[config.mk]
export PLATFORM = sky130hd
export DESIGN_NAME = cunit_gen2_flat
export DESIGN_NICKNAME = d
export VERILOG_FILES = /design/src/rtl/cunit_gen2_pkg.sv /design/src/rtl/cunit_gen2_if.sv /design/src/rtl/cunit_gen2_decode.sv /design/src/rtl/cunit_gen2.sv /design/src/flat_wrapper.sv
export SDC_FILE = /design/constraint.sdc
export NUM_CORES = 1
export LEC_CHECK = 0
export BUFFER_PORTS_ARGS = -buffer_cell sky130_fd_sc_hd__clkbuf_2
export CAP_MARGIN = 20
export CELL_PAD_IN_SITES_DETAIL_PLACEMENT = 0
export CELL_PAD_IN_SITES_GLOBAL_PLACEMENT = 1
export CORE_MARGIN = 4
export CORE_UTILIZATION = 33
export CTS_CLUSTER_SIZE = 14
export DETAILED_ROUTE_END_ITERATION = 7
export PLACE_DENSITY_LB_ADDON = 0.25
export SLEW_MARGIN = 20
export SYNTH_ARGS = -nofsm -noshare
export SYNTH_HDL_FRONTEND = slang
export SYNTH_SLANG_ARGS = --single-unit
export TNS_END_PERCENT = 20
[constraint.sdc]
create_clock -name Clk -period 3.85 [get_ports Clk]
set_input_delay 0 -clock Clk [delete_from_list [all_inputs] [get_ports Clk]]
set_output_delay 0 -clock Clk [all_outputs]
set_load 0.01 [all_outputs]
[src/rtl/cunit_gen2_pkg.sv]
`default_nettype none
// ============================================================================
// Module   : cunit_pkg
// Purpose  : Shared opcodes, FSM state codes, ALU selects and IR field layout
//            for the second-generation multicycle control unit.
// Revision : 1.0  initial release
// ============================================================================
package cunit_pkg;

    localparam logic [3:0] OP_NOOP  = 4'd0;
    localparam logic [3:0] OP_STORE = 4'd1;
    localparam logic [3:0] OP_LOAD  = 4'd2;
    localparam logic [3:0] OP_ADD   = 4'd3;
    localparam logic [3:0] OP_SUB   = 4'd4;
    localparam logic [3:0] OP_HALT  = 4'd5;
    localparam logic [3:0] OP_JPZ   = 4'd6;

    typedef enum logic [3:0] {
        ST_INIT   = 4'd0,
        ST_FETCH  = 4'd1,
        ST_DECODE = 4'd2,
        ST_NOOP   = 4'd3,
        ST_LOAD_A = 4'd4,
        ST_LOAD_B = 4'd5,
        ST_STORE  = 4'd6,
        ST_ADD    = 4'd7,
        ST_SUB    = 4'd8,
        ST_HALT   = 4'd9,
        ST_JPZ    = 4'd10
    } state_t;

    localparam int ALU_PASS = 0;
    localparam int ALU_ADD  = 1;
    localparam int ALU_SUB  = 2;

    localparam int IR_OP_LSB      = 12;
    localparam int IR_RA_LSB      = 8;
    localparam int IR_RB_LSB      = 4;
    localparam int IR_RW_LSB      = 0;
    localparam int IR_LD_ADDR_LSB = 4;
    localparam int IR_ST_ADDR_LSB = 0;

    // Undefined opcodes fall through to NOOP.
    function automatic state_t op_state(input logic [3:0] op);
        case (op)
            OP_STORE: return ST_STORE;
            OP_LOAD:  return ST_LOAD_A;
            OP_ADD:   return ST_ADD;
            OP_SUB:   return ST_SUB;
            OP_HALT:  return ST_HALT;
            OP_JPZ:   return ST_JPZ;
            default:  return ST_NOOP;
        endcase
    endfunction

endpackage
`default_nettype wire

[src/rtl/cunit_gen2_if.sv]
`default_nettype none
// ============================================================================
// Module   : cunit_gen2_if
// Purpose  : Fetch port, datapath control set and status of the control unit.
// Revision : 1.0  initial release
// ============================================================================
interface cunit_gen2_if #(
    parameter int PC_W   = 5,
    parameter int D_AW   = 8,
    parameter int RF_AW  = 4,
    parameter int ALU_SW = 3
);
    logic              IM_req;
    logic [PC_W-1:0]   IM_addr;
    logic              IM_ack;
    logic [15:0]       IM_data;
    logic [D_AW-1:0]   D_addr;
    logic              D_wr;
    logic              RF_s;
    logic [RF_AW-1:0]  RF_W_addr;
    logic              RF_W_wr;
    logic [RF_AW-1:0]  RF_Ra_addr;
    logic              RF_Ra_rd;
    logic [RF_AW-1:0]  RF_Rb_addr;
    logic              RF_Rb_rd;
    logic [ALU_SW-1:0] Alu_s0;
    logic              Ra_zero;
    logic [15:0]       IR_Out;
    logic [PC_W-1:0]   PC_Out;
    logic [3:0]        StateO;
    logic              Halted;

    modport master (
        output IM_req, IM_addr, D_addr, D_wr, RF_s, RF_W_addr, RF_W_wr,
               RF_Ra_addr, RF_Ra_rd, RF_Rb_addr, RF_Rb_rd, Alu_s0,
               IR_Out, PC_Out, StateO, Halted,
        input  IM_ack, IM_data, Ra_zero
    );

    modport slave (
        input  IM_req, IM_addr, D_addr, D_wr, RF_s, RF_W_addr, RF_W_wr,
               RF_Ra_addr, RF_Ra_rd, RF_Rb_addr, RF_Rb_rd, Alu_s0,
               IR_Out, PC_Out, StateO, Halted,
        output IM_ack, IM_data, Ra_zero
    );
endinterface
`default_nettype wire

[src/rtl/cunit_gen2_decode.sv]
`default_nettype none
// ============================================================================
// Module   : cunit_decode
// Purpose  : Moore decode of (state, IR) into the datapath control set.
// Revision : 1.0  initial release
// ============================================================================
module cunit_decode
    import cunit_pkg::*;
#(
    parameter int D_AW   = 8,
    parameter int RF_AW  = 4,
    parameter int ALU_SW = 3
) (
    input  state_t             i_state,
    input  logic [11:0]        i_ir,
    output logic [D_AW-1:0]    o_d_addr,
    output logic               o_d_wr,
    output logic               o_rf_s,
    output logic [RF_AW-1:0]   o_rf_w_addr,
    output logic               o_rf_w_wr,
    output logic [RF_AW-1:0]   o_rf_ra_addr,
    output logic               o_rf_ra_rd,
    output logic [RF_AW-1:0]   o_rf_rb_addr,
    output logic               o_rf_rb_rd,
    output logic [ALU_SW-1:0]  o_alu_s0
);
    logic [7:0] w_ld_addr, w_st_addr;
    logic [3:0] w_ra, w_rb, w_rw;

    // Full-width fields first; outputs keep only their low bits.
    assign w_ld_addr = i_ir[IR_LD_ADDR_LSB +: 8];
    assign w_st_addr = i_ir[IR_ST_ADDR_LSB +: 8];
    assign w_ra      = i_ir[IR_RA_LSB +: 4];
    assign w_rb      = i_ir[IR_RB_LSB +: 4];
    assign w_rw      = i_ir[IR_RW_LSB +: 4];

    always_comb begin
        o_d_addr     = '0;
        o_d_wr       = 1'b0;
        o_rf_s       = 1'b0;
        o_rf_w_addr  = '0;
        o_rf_w_wr    = 1'b0;
        o_rf_ra_addr = '0;
        o_rf_ra_rd   = 1'b0;
        o_rf_rb_addr = '0;
        o_rf_rb_rd   = 1'b0;
        o_alu_s0     = ALU_SW'(ALU_PASS);
        case (i_state)
            ST_LOAD_A: o_d_addr = w_ld_addr[D_AW-1:0];
            ST_LOAD_B: begin
                o_d_addr    = w_ld_addr[D_AW-1:0];
                o_rf_s      = 1'b1;
                o_rf_w_addr = w_rw[RF_AW-1:0];
                o_rf_w_wr   = 1'b1;
            end
            ST_STORE: begin
                o_d_addr     = w_st_addr[D_AW-1:0];
                o_d_wr       = 1'b1;
                o_rf_ra_addr = w_ra[RF_AW-1:0];
                o_rf_ra_rd   = 1'b1;
            end
            ST_ADD, ST_SUB: begin
                o_rf_ra_addr = w_ra[RF_AW-1:0];
                o_rf_ra_rd   = 1'b1;
                o_rf_rb_addr = w_rb[RF_AW-1:0];
                o_rf_rb_rd   = 1'b1;
                o_alu_s0     = (i_state == ST_ADD) ? ALU_SW'(ALU_ADD) : ALU_SW'(ALU_SUB);
                o_rf_w_addr  = w_rw[RF_AW-1:0];
                o_rf_w_wr    = 1'b1;
            end
            ST_JPZ: begin
                o_rf_ra_addr = w_ra[RF_AW-1:0];
                o_rf_ra_rd   = 1'b1;
            end
            default: ;
        endcase
    end
endmodule
`default_nettype wire

[src/rtl/cunit_gen2.sv]
`default_nettype none
// ============================================================================
// Module   : cunit_gen2
// Purpose  : Multicycle control unit: PC, IR, control FSM and req/ack fetch.
// Revision : 1.0  initial release
// ============================================================================
module cunit_gen2
    import cunit_pkg::*;
#(
    parameter int PC_W   = 5,
    parameter int D_AW   = 8,
    parameter int RF_AW  = 4,
    parameter int ALU_SW = 3
) (
    input  wire logic     Clk,
    input  wire logic     Reset,
    cunit_gen2_if.master  bus
);
    state_t          r_state, w_state_nxt;
    logic [PC_W-1:0] r_pc;
    logic [15:0]     r_ir;

    always_ff @(posedge Clk or posedge Reset) begin
        if (Reset) begin
            r_state <= ST_INIT;
            r_pc    <= '0;
            r_ir    <= '0;
        end else begin
            r_state <= w_state_nxt;
            if (r_state == ST_FETCH && bus.IM_ack) begin
                r_ir <= bus.IM_data;
                r_pc <= r_pc + 1'b1;
            end else if (r_state == ST_JPZ && bus.Ra_zero) begin
                // PC was already advanced at fetch; only a taken jump rewrites it.
                r_pc <= r_ir[PC_W-1:0];
            end
        end
    end

    always_comb begin
        w_state_nxt = r_state;
        case (r_state)
            ST_INIT:   w_state_nxt = ST_FETCH;
            ST_FETCH:  if (bus.IM_ack) w_state_nxt = ST_DECODE;
            ST_DECODE: w_state_nxt = op_state(r_ir[IR_OP_LSB +: 4]);
            ST_LOAD_A: w_state_nxt = ST_LOAD_B;
            ST_HALT:   w_state_nxt = ST_HALT;
            default:   w_state_nxt = ST_FETCH;
        endcase
    end

    cunit_decode #(
        .D_AW   (D_AW),
        .RF_AW  (RF_AW),
        .ALU_SW (ALU_SW)
    ) u_decode (
        .i_state      (r_state),
        .i_ir         (r_ir[11:0]),
        .o_d_addr     (bus.D_addr),
        .o_d_wr       (bus.D_wr),
        .o_rf_s       (bus.RF_s),
        .o_rf_w_addr  (bus.RF_W_addr),
        .o_rf_w_wr    (bus.RF_W_wr),
        .o_rf_ra_addr (bus.RF_Ra_addr),
        .o_rf_ra_rd   (bus.RF_Ra_rd),
        .o_rf_rb_addr (bus.RF_Rb_addr),
        .o_rf_rb_rd   (bus.RF_Rb_rd),
        .o_alu_s0     (bus.Alu_s0)
    );

    assign bus.IM_req  = (r_state == ST_FETCH);
    assign bus.IM_addr = r_pc;
    assign bus.IR_Out  = r_ir;
    assign bus.PC_Out  = r_pc;
    assign bus.StateO  = r_state;
    assign bus.Halted  = (r_state == ST_HALT);
endmodule
`default_nettype wire

[src/flat_wrapper.sv]
// flat-port wrapper written by rule: the top's interface ports become plain ports
module cunit_gen2_flat import cunit_pkg::*;
#(
    parameter int PC_W   = 5,
    parameter int D_AW   = 8,
    parameter int RF_AW  = 4,
    parameter int ALU_SW = 3
)
  (Clk, Reset, bus_IM_req, bus_IM_addr, bus_D_addr, bus_D_wr, bus_RF_s, bus_RF_W_addr, bus_RF_W_wr, bus_RF_Ra_addr, bus_RF_Ra_rd, bus_RF_Rb_addr, bus_RF_Rb_rd, bus_Alu_s0, bus_IR_Out, bus_PC_Out, bus_StateO, bus_Halted, bus_IM_ack, bus_IM_data, bus_Ra_zero);
  cunit_gen2_if #(.PC_W(PC_W), .D_AW(D_AW), .RF_AW(RF_AW), .ALU_SW(ALU_SW)) bus_i ();
  input  wire logic Clk;
  input  wire logic Reset;
  output wire logic [$bits(bus_i.IM_req)-1:0] bus_IM_req;
  output wire logic [$bits(bus_i.IM_addr)-1:0] bus_IM_addr;
  output wire logic [$bits(bus_i.D_addr)-1:0] bus_D_addr;
  output wire logic [$bits(bus_i.D_wr)-1:0] bus_D_wr;
  output wire logic [$bits(bus_i.RF_s)-1:0] bus_RF_s;
  output wire logic [$bits(bus_i.RF_W_addr)-1:0] bus_RF_W_addr;
  output wire logic [$bits(bus_i.RF_W_wr)-1:0] bus_RF_W_wr;
  output wire logic [$bits(bus_i.RF_Ra_addr)-1:0] bus_RF_Ra_addr;
  output wire logic [$bits(bus_i.RF_Ra_rd)-1:0] bus_RF_Ra_rd;
  output wire logic [$bits(bus_i.RF_Rb_addr)-1:0] bus_RF_Rb_addr;
  output wire logic [$bits(bus_i.RF_Rb_rd)-1:0] bus_RF_Rb_rd;
  output wire logic [$bits(bus_i.Alu_s0)-1:0] bus_Alu_s0;
  output wire logic [$bits(bus_i.IR_Out)-1:0] bus_IR_Out;
  output wire logic [$bits(bus_i.PC_Out)-1:0] bus_PC_Out;
  output wire logic [$bits(bus_i.StateO)-1:0] bus_StateO;
  output wire logic [$bits(bus_i.Halted)-1:0] bus_Halted;
  input wire logic [$bits(bus_i.IM_ack)-1:0] bus_IM_ack;
  input wire logic [$bits(bus_i.IM_data)-1:0] bus_IM_data;
  input wire logic [$bits(bus_i.Ra_zero)-1:0] bus_Ra_zero;
  assign bus_IM_req = bus_i.IM_req;
  assign bus_IM_addr = bus_i.IM_addr;
  assign bus_D_addr = bus_i.D_addr;
  assign bus_D_wr = bus_i.D_wr;
  assign bus_RF_s = bus_i.RF_s;
  assign bus_RF_W_addr = bus_i.RF_W_addr;
  assign bus_RF_W_wr = bus_i.RF_W_wr;
  assign bus_RF_Ra_addr = bus_i.RF_Ra_addr;
  assign bus_RF_Ra_rd = bus_i.RF_Ra_rd;
  assign bus_RF_Rb_addr = bus_i.RF_Rb_addr;
  assign bus_RF_Rb_rd = bus_i.RF_Rb_rd;
  assign bus_Alu_s0 = bus_i.Alu_s0;
  assign bus_IR_Out = bus_i.IR_Out;
  assign bus_PC_Out = bus_i.PC_Out;
  assign bus_StateO = bus_i.StateO;
  assign bus_Halted = bus_i.Halted;
  assign bus_i.IM_ack = bus_IM_ack;
  assign bus_i.IM_data = bus_IM_data;
  assign bus_i.Ra_zero = bus_Ra_zero;
  cunit_gen2 #(.PC_W(PC_W), .D_AW(D_AW), .RF_AW(RF_AW), .ALU_SW(ALU_SW)) u_core (.Clk(Clk), .Reset(Reset), .bus(bus_i));
endmodule
### Word level (Yosys, flattened, before mapping)

Index checks and enable logic that the tools add are counted.

| word-level totals | value |
|---|---|
| register bits | 25 |
| input port bits | 20 |
| logic and storage cells | 43 |
| output and inout bits | 60 |

| cells by class | value |
|---|---|
| eq/ne operators | 16 |
| mux-type cells | 16 |
| reductions and logical operators | 7 |
| add/subtract/negate cells | 1 |

Operators by type and width:

| cell | number |
|---|---|
| $eq A4 B3 Y1 const B | 7 |
| $pmux W4 S6 | 1 |
| $mux W4 | 4 |
| $pmux W4 S4 | 1 |
| $pmux W8 S2 | 1 |
| $eq A4 B2 Y1 const B | 3 |
| $eq A4 B4 Y1 const B | 3 |
| $mux W5 | 2 |
| $eq A4 B1 Y1 const B | 2 |
| $add A5 B1 Y5 const B | 1 |
| $mux W1 | 5 |
| $mux W2 | 2 |
| $reduce_or A2 Y1 | 2 |
| $reduce_or A4 Y1 | 1 |
| $reduce_or A3 Y1 | 1 |
| $logic_and A1 B1 Y1 | 2 |
| $ne A2 B1 Y1 const B | 1 |
| $reduce_bool A2 Y1 | 1 |

### Logic depth before layout (Yosys ltp)

Gate-level depths: netlist of the first run.

| depth | value |
|---|---|
| depth after elaboration | 4 |
| depth in mapped cells | 6 |
| mapped depth without buffers | 5 |

### Modules after synthesis

From an unflattened synthesis of the first run, not the netlist that was laid out.

| second synthesis, totals | value |
|---|---|
| cell total of the unflattened synthesis | 156 |
| area total of the unflattened synthesis | 1565.3 um^2 |

By module, submodules not included:

| module | instances | seq. area each (um^2) | area each (um^2) | cells an instance |
|---|---|---|---|---|
| cunit_gen2 | 1 | 625.6 | 1197.4 | 100 |
| cunit_decode | 1 | 0.0 | 367.9 | 56 |

### Least setup slack after synthesis of the first run

No wires, ideal clock.

| timing path | value |
|---|---|
| kind | reg-to-reg |
| start | register u_core.r_state[2], in the netlist u_core.bus.StateO[2] |
| end | register u_core.r_pc[2], in the netlist u_core.bus.IM_addr[2] |
| cell stages (with the launch flop) | 7 |
| data required time | 3.711 ns |
| period minus slack after synthesis | 1.649 ns |
| library setup time | 0.139 ns |
| arrival | 1.510 ns |
| path buffers | 2 |
| path slack | 2.201 ns |
| path through | dfrtp_1 -> buf_2 -> nor4b_4 -> nand2_2 -> buf_6 -> o211ai_2 -> o311ai_2 |

| on the way | value |
|---|---|
| word-level cells in the longest chain between the ends | 3 |
| elaborated cells between the ends (all ways) | 6 |
| classes of those cells | 2 x eq/ne; 1 x mux; 3 x reduce/logical |

Ends and longest elaborated chain:

| what | line | text |
|---|---|---|
| start, declared | cunit_gen2.sv:19 | `state_t r_state, w_state_nxt;` |
| start signal, assigned | cunit_gen2.sv:29 | `r_state <= w_state_nxt;` |
| $eq A4 B1 Y1 (*) | n/a |  |
| net bus_IM_req | flat_wrapper.sv:13 | `output wire logic [$bits(bus_i.IM_req)-1:0] bus_IM_req;` |
| $logic_and A1 B1 Y1 (*) | cunit_gen2.sv:30 | `if (r_state == ST_FETCH && bus.IM_ack) begin` |
| $mux W5 / $reduce_bool A2 Y1 (equally long branches) | n/a |  |
| end signal, assigned | cunit_gen2.sv:32 | `r_pc <= r_pc + 1'b1;` |
| end signal, assigned | cunit_gen2.sv:35 | `r_pc <= r_ir[PC_W-1:0];` |
| end, declared | cunit_gen2.sv:20 | `logic [PC_W-1:0] r_pc;` |

The timed path passes the listed nets; every way through them passes the cells marked *.
A chain may end at the register's enable or synchronous reset.

### Worst setup path after layout of the first run

| timing path | value |
|---|---|
| start | register u_core.r_state[1], in the netlist u_core.bus.StateO[1] |
| end | register u_core.r_pc[3], in the netlist u_core.bus.IM_addr[3] |

| on the way | value |
|---|---|
| word-level cells in the longest chain between the ends | 3 |
| elaborated cells between the ends (all ways) | 6 |
| classes of those cells | 2 x eq/ne; 1 x mux; 3 x reduce/logical |

Ends and longest elaborated chain:

| what | line |
|---|---|
| $eq A4 B1 Y1 / $eq A4 B4 Y1 (equally long branches) | cunit_gen2.sv:30, cunit_gen2.sv:33 |
| $logic_and A1 B1 Y1 (on tied branches) | cunit_gen2.sv:30, cunit_gen2.sv:33 |
| $mux W5 / $reduce_bool A2 Y1 (equally long branches) | n/a |

Parallel ways exist; a longest one is shown, timed or not.

==> results of run 1 <==
registers in the layout, summed over array words and instances, names as in the netlist:
name,cells
u_core.bus.IM_addr,5
u_core.bus.IR_Out,16
u_core.bus.StateO,4
through the flow:
stage          power, mW  hold slack, ns   util
5_1_grt             1.55           0.129  0.473
2_1_floorplan       1.03          0.0273      -
3_3_place_gp        1.25           0.192  0.424
4_1_cts             1.43          0.0894  0.473
6_report            1.41           0.101  0.473
3_5_place_dp        1.26           0.192  0.424
placed cells by master (no fill, tap or decap):
cell            n
a31o_2          1
mux2i_1         1
o41ai_1         1
dlygate4sd3_1  17
clkbuf_8        3
nand2_1        51
nor2_1         12
nand3_1         5
or3_1           1
o32ai_1         2
nand3b_1        3
and2_4          1
and3_1          2
inv_1           6
nor2b_1         8
o211ai_2        1
nor4b_4         1
xnor2_1         1
o21ai_0         4
nand2b_1        8
conb_1          1
o311ai_2        1
nand2_2         1
clkbuf_1        1
a31oi_1         1
ha_1            1
clkbuf_2       78
clkinv_1        1
o21ai_2         1
and2_1         11
a31o_1          1
nor4_1          2
nor3b_1         1
nor3_1          1
dfrtp_1        25
a21oi_1        13
o22ai_1         1
cell families (layout without fill, tap and decap cells):
family,after synthesis,count (layout)
XOR/XNOR,1,1
other,1,1
adder cells (fa/ha/maj),1,1
buffers and inverters,22,106
AND/OR/NAND/NOR,108,108
flip-flops,25,25
AO/OA/AOI/OAI,27,27
multiplexers,1,1
final cells by class:
| class | count | area, sq um | share of cell area |
|---|---|---|---|
| Clock buffer | 4 | 45.0 | 0.0217 |
| Inverter | 7 | 26.3 | 0.0127 |
| Multi-Input combinational cell | 139 | 749 | 0.362 |
| Sequential cell | 25 | 626 | 0.302 |
| Tap cell | 52 | 65.1 | 0.0314 |
| Timing Repair Buffer | 95 | 561 | 0.271 |
per-layer routing:
metal,vias to the layer above,wire length [um],track usage
met4,0,23,0.0291
li1,773,-,-
met2,45,2080,0.250
met1,674,1990,0.221
met3,2,289,0.0422
met5,-,0,0
Yosys cell counts:
cell type / number
nand3b_1: 3
o41ai_1: 1
o211ai_2: 1
a21oi_1: 13
nor3b_1: 1
nor4_1: 2
a31o_1: 1
buf_2: 2
buf_4: 7
nor4b_4: 1
clkbuf_1: 3
nand2b_1: 8
ha_1: 1
o311ai_2: 1
o22ai_1: 1
nor2_1: 12
nand2_1: 51
o21ai_0: 4
and3_1: 2
inv_1: 7
a31oi_1: 1
or3_1: 1
nand2_2: 1
xnor2_1: 1
buf_6: 3
dfrtp_1: 25
conb_1: 1
nor3_1: 1
o21ai_2: 1
and2_4: 1
nor2b_1: 8
and2_1: 11
mux2i_1: 1
nand3_1: 5
a31o_2: 1
o32ai_1: 2
repair_timing:
action	4_1_cts	5_1_grt
hold buffers	17	0
endpoints found under the setup margin	0	0
hold endpoints to repair	41	0
critical path: cells and delay by family (launching register included):
kind | cells | cell delay [ns]
AND/OR/NAND/NOR | 2 | 0.86
flip-flops | 1 | 0.61
AO/OA/AOI/OAI | 2 | 0.43
power by group through the flow:
stage / Combinational [mW] / Clock (mW) / Sequential [mW]
after global routing: 0.773 / 0.175 / 0.601
final: 0.683 / 0.158 / 0.571
after global placement: 0.680 / 0 / 0.574
after detailed placement: 0.684 / 0 / 0.578
after floorplan: 0.477 / 0 / 0.558
after CTS: 0.698 / 0.164 / 0.572
worst paths after layout:
kind                                      start               endpoint  slack (ns)  cells after the start
max                        u_core.bus.StateO[1]  u_core.bus.IM_addr[3]        1.84                      4
min                                  bus_IM_ack  u_core.bus.IM_addr[4]        0.10                      4
max reg2reg                u_core.bus.StateO[1]  u_core.bus.IM_addr[3]        1.84                      4
min reg2reg                u_core.bus.IR_Out[8]   u_core.bus.IR_Out[8]        0.53                      2
max in group asynchronous                 Reset   u_core.bus.StateO[2]        3.10                      3
min in group asynchronous                 Reset  u_core.bus.IM_addr[0]        0.33                      3
==> flow_summary.toml, run 1 <==
[logic_synthesis]
yosys.area_share.xor_xnor = 0.00580
post_synth_and_or_nand_nor_area_fraction = 0.355
synth_area_leader_cell = "dfrtp_1"
synthTopCellsByArea = "dfrtp_1 41%, nand2_1 13%, and2_1 4.6%"
synthAdderAreaFrac = 0.00829
synth_top_area_frac = 0.415
netlist_area_sq_mm = 0.00151
ys_ff_latch = 25
ys_types = 36
ys_seq_area_frac = 0.415
synth_compound_area_frac = 0.119
synth_nets = 207
netlist_instances = 186
synth_top_family_by_area = "simple AND/OR/NAND/NOR gates"
synthMuxAreaShare = 0.00663
avgSynthCellArea_sq_um = 8.11
ys_warn_count = 0

[finish]
nFillCells = 454
n_antenna_cell = 0
final_area_sq_mm = 0.00207
finalNonFillerCells = 322
areaGrowthSynthToFinish_pct = 37.3
drive_gt1_frac = 0.326
fin_nets = 292

[placed_design]
portBuffers = 78
gp_congestion = 0.762
placed_area_sq_mm = 0.00186
dp.final_hpwl_um = 3280
place_inst = 301
preCtsSetupSlack_ns = 1.80

[worst_setup_path]
critPathLaunchType = "flop"
critPathKind = "flop to flop"
worstPathMaxFanout = 23
critical_path.max_stage_delay_ns = 0.61
slowest_stage = "dfrtp_1"
path_cells = "nor4b_4, nand2_2, o32ai_1, a21oi_1"
worst_setup_path_end_kind = "flop"
crit_required_ns = 4.01
cp_data_arrival_time_ns = 2.17

[clocking]
cts.path.max_buffers = 2
numCtsBuffers = 3
cts_max_level = 1
cts_resized = 0
clkLatencyLatePin_ns = 0.27
path_clk_slew_ns = 0.09
root_buffer = "clkbuf_8"
cts_tree = "built"
clkSinkCount = 25
post-cts-setup-buffers = 0

[timing]
rsz0062_at_grt = "false"
slew_viol_final = 0
hold_viol = 0
max_freq_mhz = 497
tns_ns = 0
min_period_ns = 2.01
post-route-period-util = 0.523
tightest_slew_ns = 0.895
maxSlewHeadroom = 0.399
postLayoutSetupSlackWorst_ns = 1.84
setup_viol = 0
clock_skew_ns = 0.00501

[grt]
grt_overflow_total = 0
track_usage = 0.158
antenna_found_initial = 0
grt_pass1_vias = 1379
grt_pass1_wl_um = 6850
grt_max_degree = 26

[power]
switching_share = 0.464
vdd_drop_max_mv = 0.278
power_frac_clock = 0.112
p_int_mw = 0.757
power_frac_seq = 0.405
p_sw_mw = 0.655
p_comb_frac = 0.484
p_per_area_mw_per_mm2 = 682
power.leakage_nw = 1.11

[drt]
wire_per_inst_um = 13.6
ant_nets = 0
drc = 0
vias_per_cell = 4.64
firstDrtPassIters = 4
drt-initial-drc-count = 61
totalWireLength_um = 4380
num_vias = 1494

[floorplan]
dieArea_sq_mm = 0.00572
start_util = 0.344
dieWidth_um = 75.6
io_pins = 80
core_area_sq_mm = 0.00438
rows = 24
die-height_um = 75.6

[min_path]
hold_class = "input port to flop"

[outcome]
status = "finished clean"

[run]
drv_cap = 0
Note: power is estimated with default switching activity, not from simulation.
==> run 2, diff against run 1 <==
--- a/config.mk
+++ b/config.mk
@@ -10,7 +10,7 @@
 export CELL_PAD_IN_SITES_DETAIL_PLACEMENT = 0
 export CELL_PAD_IN_SITES_GLOBAL_PLACEMENT = 1
 export CORE_MARGIN = 4
-export CORE_UTILIZATION = 33
+export CORE_UTILIZATION = 31
 export CTS_CLUSTER_SIZE = 14
 export DETAILED_ROUTE_END_ITERATION = 7
 export PLACE_DENSITY_LB_ADDON = 0.25
==> constraint.sdc (replaced) <==
create_clock -name Clk -period 1.9 [get_ports Clk]
set_input_delay 0 -clock Clk [delete_from_list [all_inputs] [get_ports Clk]]
set_output_delay 0 -clock Clk [all_outputs]
set_load 0.01 [all_outputs]
==> run 2 against run 1 <==
Worst hold slack better by 0.0030 ns; clock skew is 0.0036 ns lower; critical endpoint is now bus_RF_W_addr[3]; first-iteration DRC count is 57% higher; sequential share of layout area is 0.89 points lower; critical path type is now flop to primary output; cell area is 3.4% higher.
==> flow_summary.toml, run 2 (same netlist as run 1, synthesis figures left out) <==
[outcome]
status = "finished clean"

[placed_design]
preCtsSetupSlack_ns = 0.255
portBuffers = 78
dp.final_hpwl_um = 3250
gp_congestion = 0.792

[drt]
totalWireLength_um = 4410
firstDrtPassIters = 4
vias_per_cell = 4.50
ant_nets = 0
wire_per_inst_um = 12.9
drc = 0
num_vias = 1539
drt-initial-drc-count = 96

[timing]
tns_ns = 0
slew_viol_final = 0
clock_skew_ns = 0.00140
min_period_ns = 1.73
max_freq_mhz = 577
postLayoutSetupSlackWorst_ns = 0.168
post-route-period-util = 0.912
rsz0062_at_grt = "false"
hold_viol = 0
setup_viol = 0

[worst_setup_path]
critPathKind = "flop to primary output"
crit_family = "simple AND/OR/NAND/NOR gates"
cp_num_buf_inv = 1
crit_required_ns = 1.90
slowest_stage = "dfrtp_2"
path_cells = "nand2b_1, or3_4, nand2_1, and2_1, clkbuf_2"
critPathLaunchType = "flop"
worst_setup_path_end_kind = "primary output"
cp_data_arrival_time_ns = 1.73
critical_path.max_stage_delay_ns = 0.49
worstPathMaxFanout = 10

[grt]
grt_overflow_total = 0
antenna_found_initial = 0
grt_max_degree = 26
grt_pass1_vias = 1481
grt_pass1_wl_um = 7400
track_usage = 0.151

[clocking]
cts_tree = "built"
clkSinkCount = 25
cts_max_level = 1
numCtsBuffers = 3
clkLatencyLatePin_ns = 0.27
path_clk_slew_ns = 0.09
cts.path.max_buffers = 2
root_buffer = "clkbuf_8"

[floorplan]
dieArea_sq_mm = 0.00605
die-height_um = 77.8
core_area_sq_mm = 0.00472
io_pins = 80
start_util = 0.319
dieWidth_um = 77.8
rows = 25

[finish]
mostFrequentLayoutCells = "78 x clkbuf_2, 51 x nand2_1, 23 x dfrtp_1"
fin_nets = 297
areaGrowthSynthToFinish_pct = 42.0
largest_reg_flops = 16
drive_gt1_frac = 0.353
nFillCells = 511
n_antenna_cell = 0
final_common_cell = "clkbuf_2"
utilization = 0.454

[power]
vdd_drop_max_mv = 0.546
p_per_area_mw_per_mm2 = 1360
power.leakage_nw = 1.14

[min_path]
hold_class = "input port to flop"

[run]
drv_cap = 0
[run 2: changes by cell type in the layout (fill, tap and decap cells not counted)]
cell / change
buf_4: +5
or3_4: +1
inv_1: +1
or3_1: -1
nand2b_1: -1
clkinv_1: -1
dfrtp_1: -2
dfrtp_2: +2
nand2b_4: +1
[run 2: worst reg2reg max path, cell delays in order (launching register included)]
cell     delay (ns)
dfrtp_2        0.49
nor4b_4        0.40
nand2_2        0.24
o32ai_1        0.32
a21oi_1        0.06
[run 2: power breakdown]
| group | leakage [nW] | switching [mW] | total [mW] | internal [mW] |
|---|---|---|---|---|
| sequential | 0.299 | 0.327 | 1.10 | 0.773 |
| combinational | 0.816 | 0.836 | 1.49 | 0.657 |
| clock | 0.0228 | 0.176 | 0.327 | 0.150 |
[run 2: cell type report]
type / count / area, sq um / area share
Clock buffer: 4 / 45.0 / 0.0210
Inverter: 7 / 26.3 / 0.0123
Multi-Input combinational cell: 139 / 762 / 0.356
Sequential cell: 25 / 628 / 0.293
Tap cell: 67 / 83.8 / 0.0391
Timing Repair Buffer: 100 / 598 / 0.279
[run 2: metrics by stage]
stage	power, mW	instances	instance area, sq um	hold slack [ns]
2_1_floorplan	2.10	186	1510	0.0273
3_3_place_gp	2.59	321	1910	0.0581
3_5_place_dp	2.60	321	1910	0.0567
4_1_cts	2.96	342	2130	0.0987
5_1_grt	3.20	342	2140	0.139
6_report	2.92	342	2140	0.104
[run 2: final timing paths]
| kind | startpoint | cells after the start | slack [ns] | to |
|---|---|---|---|---|
| max | u_core.bus.StateO[2] | 5 | 0.17 | bus_RF_W_addr[3] |
| min | bus_IM_ack | 4 | 0.10 | u_core.bus.IM_addr[4] |
| max reg2reg | u_core.bus.StateO[2] | 4 | 0.28 | u_core.bus.IM_addr[4] |
| min reg2reg | u_core.bus.StateO[0] | 1 | 0.52 | u_core.bus.StateO[2] |
| max in group asynchronous | Reset | 4 | 1.33 | u_core.bus.StateO[3] |
| min in group asynchronous | Reset | 4 | 0.31 | u_core.bus.StateO[0] |
[run 2: repair_timing]
item | CTS | global route
setup endpoints to repair | 0 | 11
gates resized for setup | 0 | 4
hold buffers | 17 | 0
endpoints found under the hold margin | 41 | 0
setup buffers | 0 | 0
[run 2: layer usage]
metal	global-route usage	share of wire	vias to the layer above
li1	-	-	777
met1	0.191	0.44	706
met2	0.244	0.47	48
met3	0.0429	0.069	8
met4	0.0552	0.018	0
met5	0	0	-
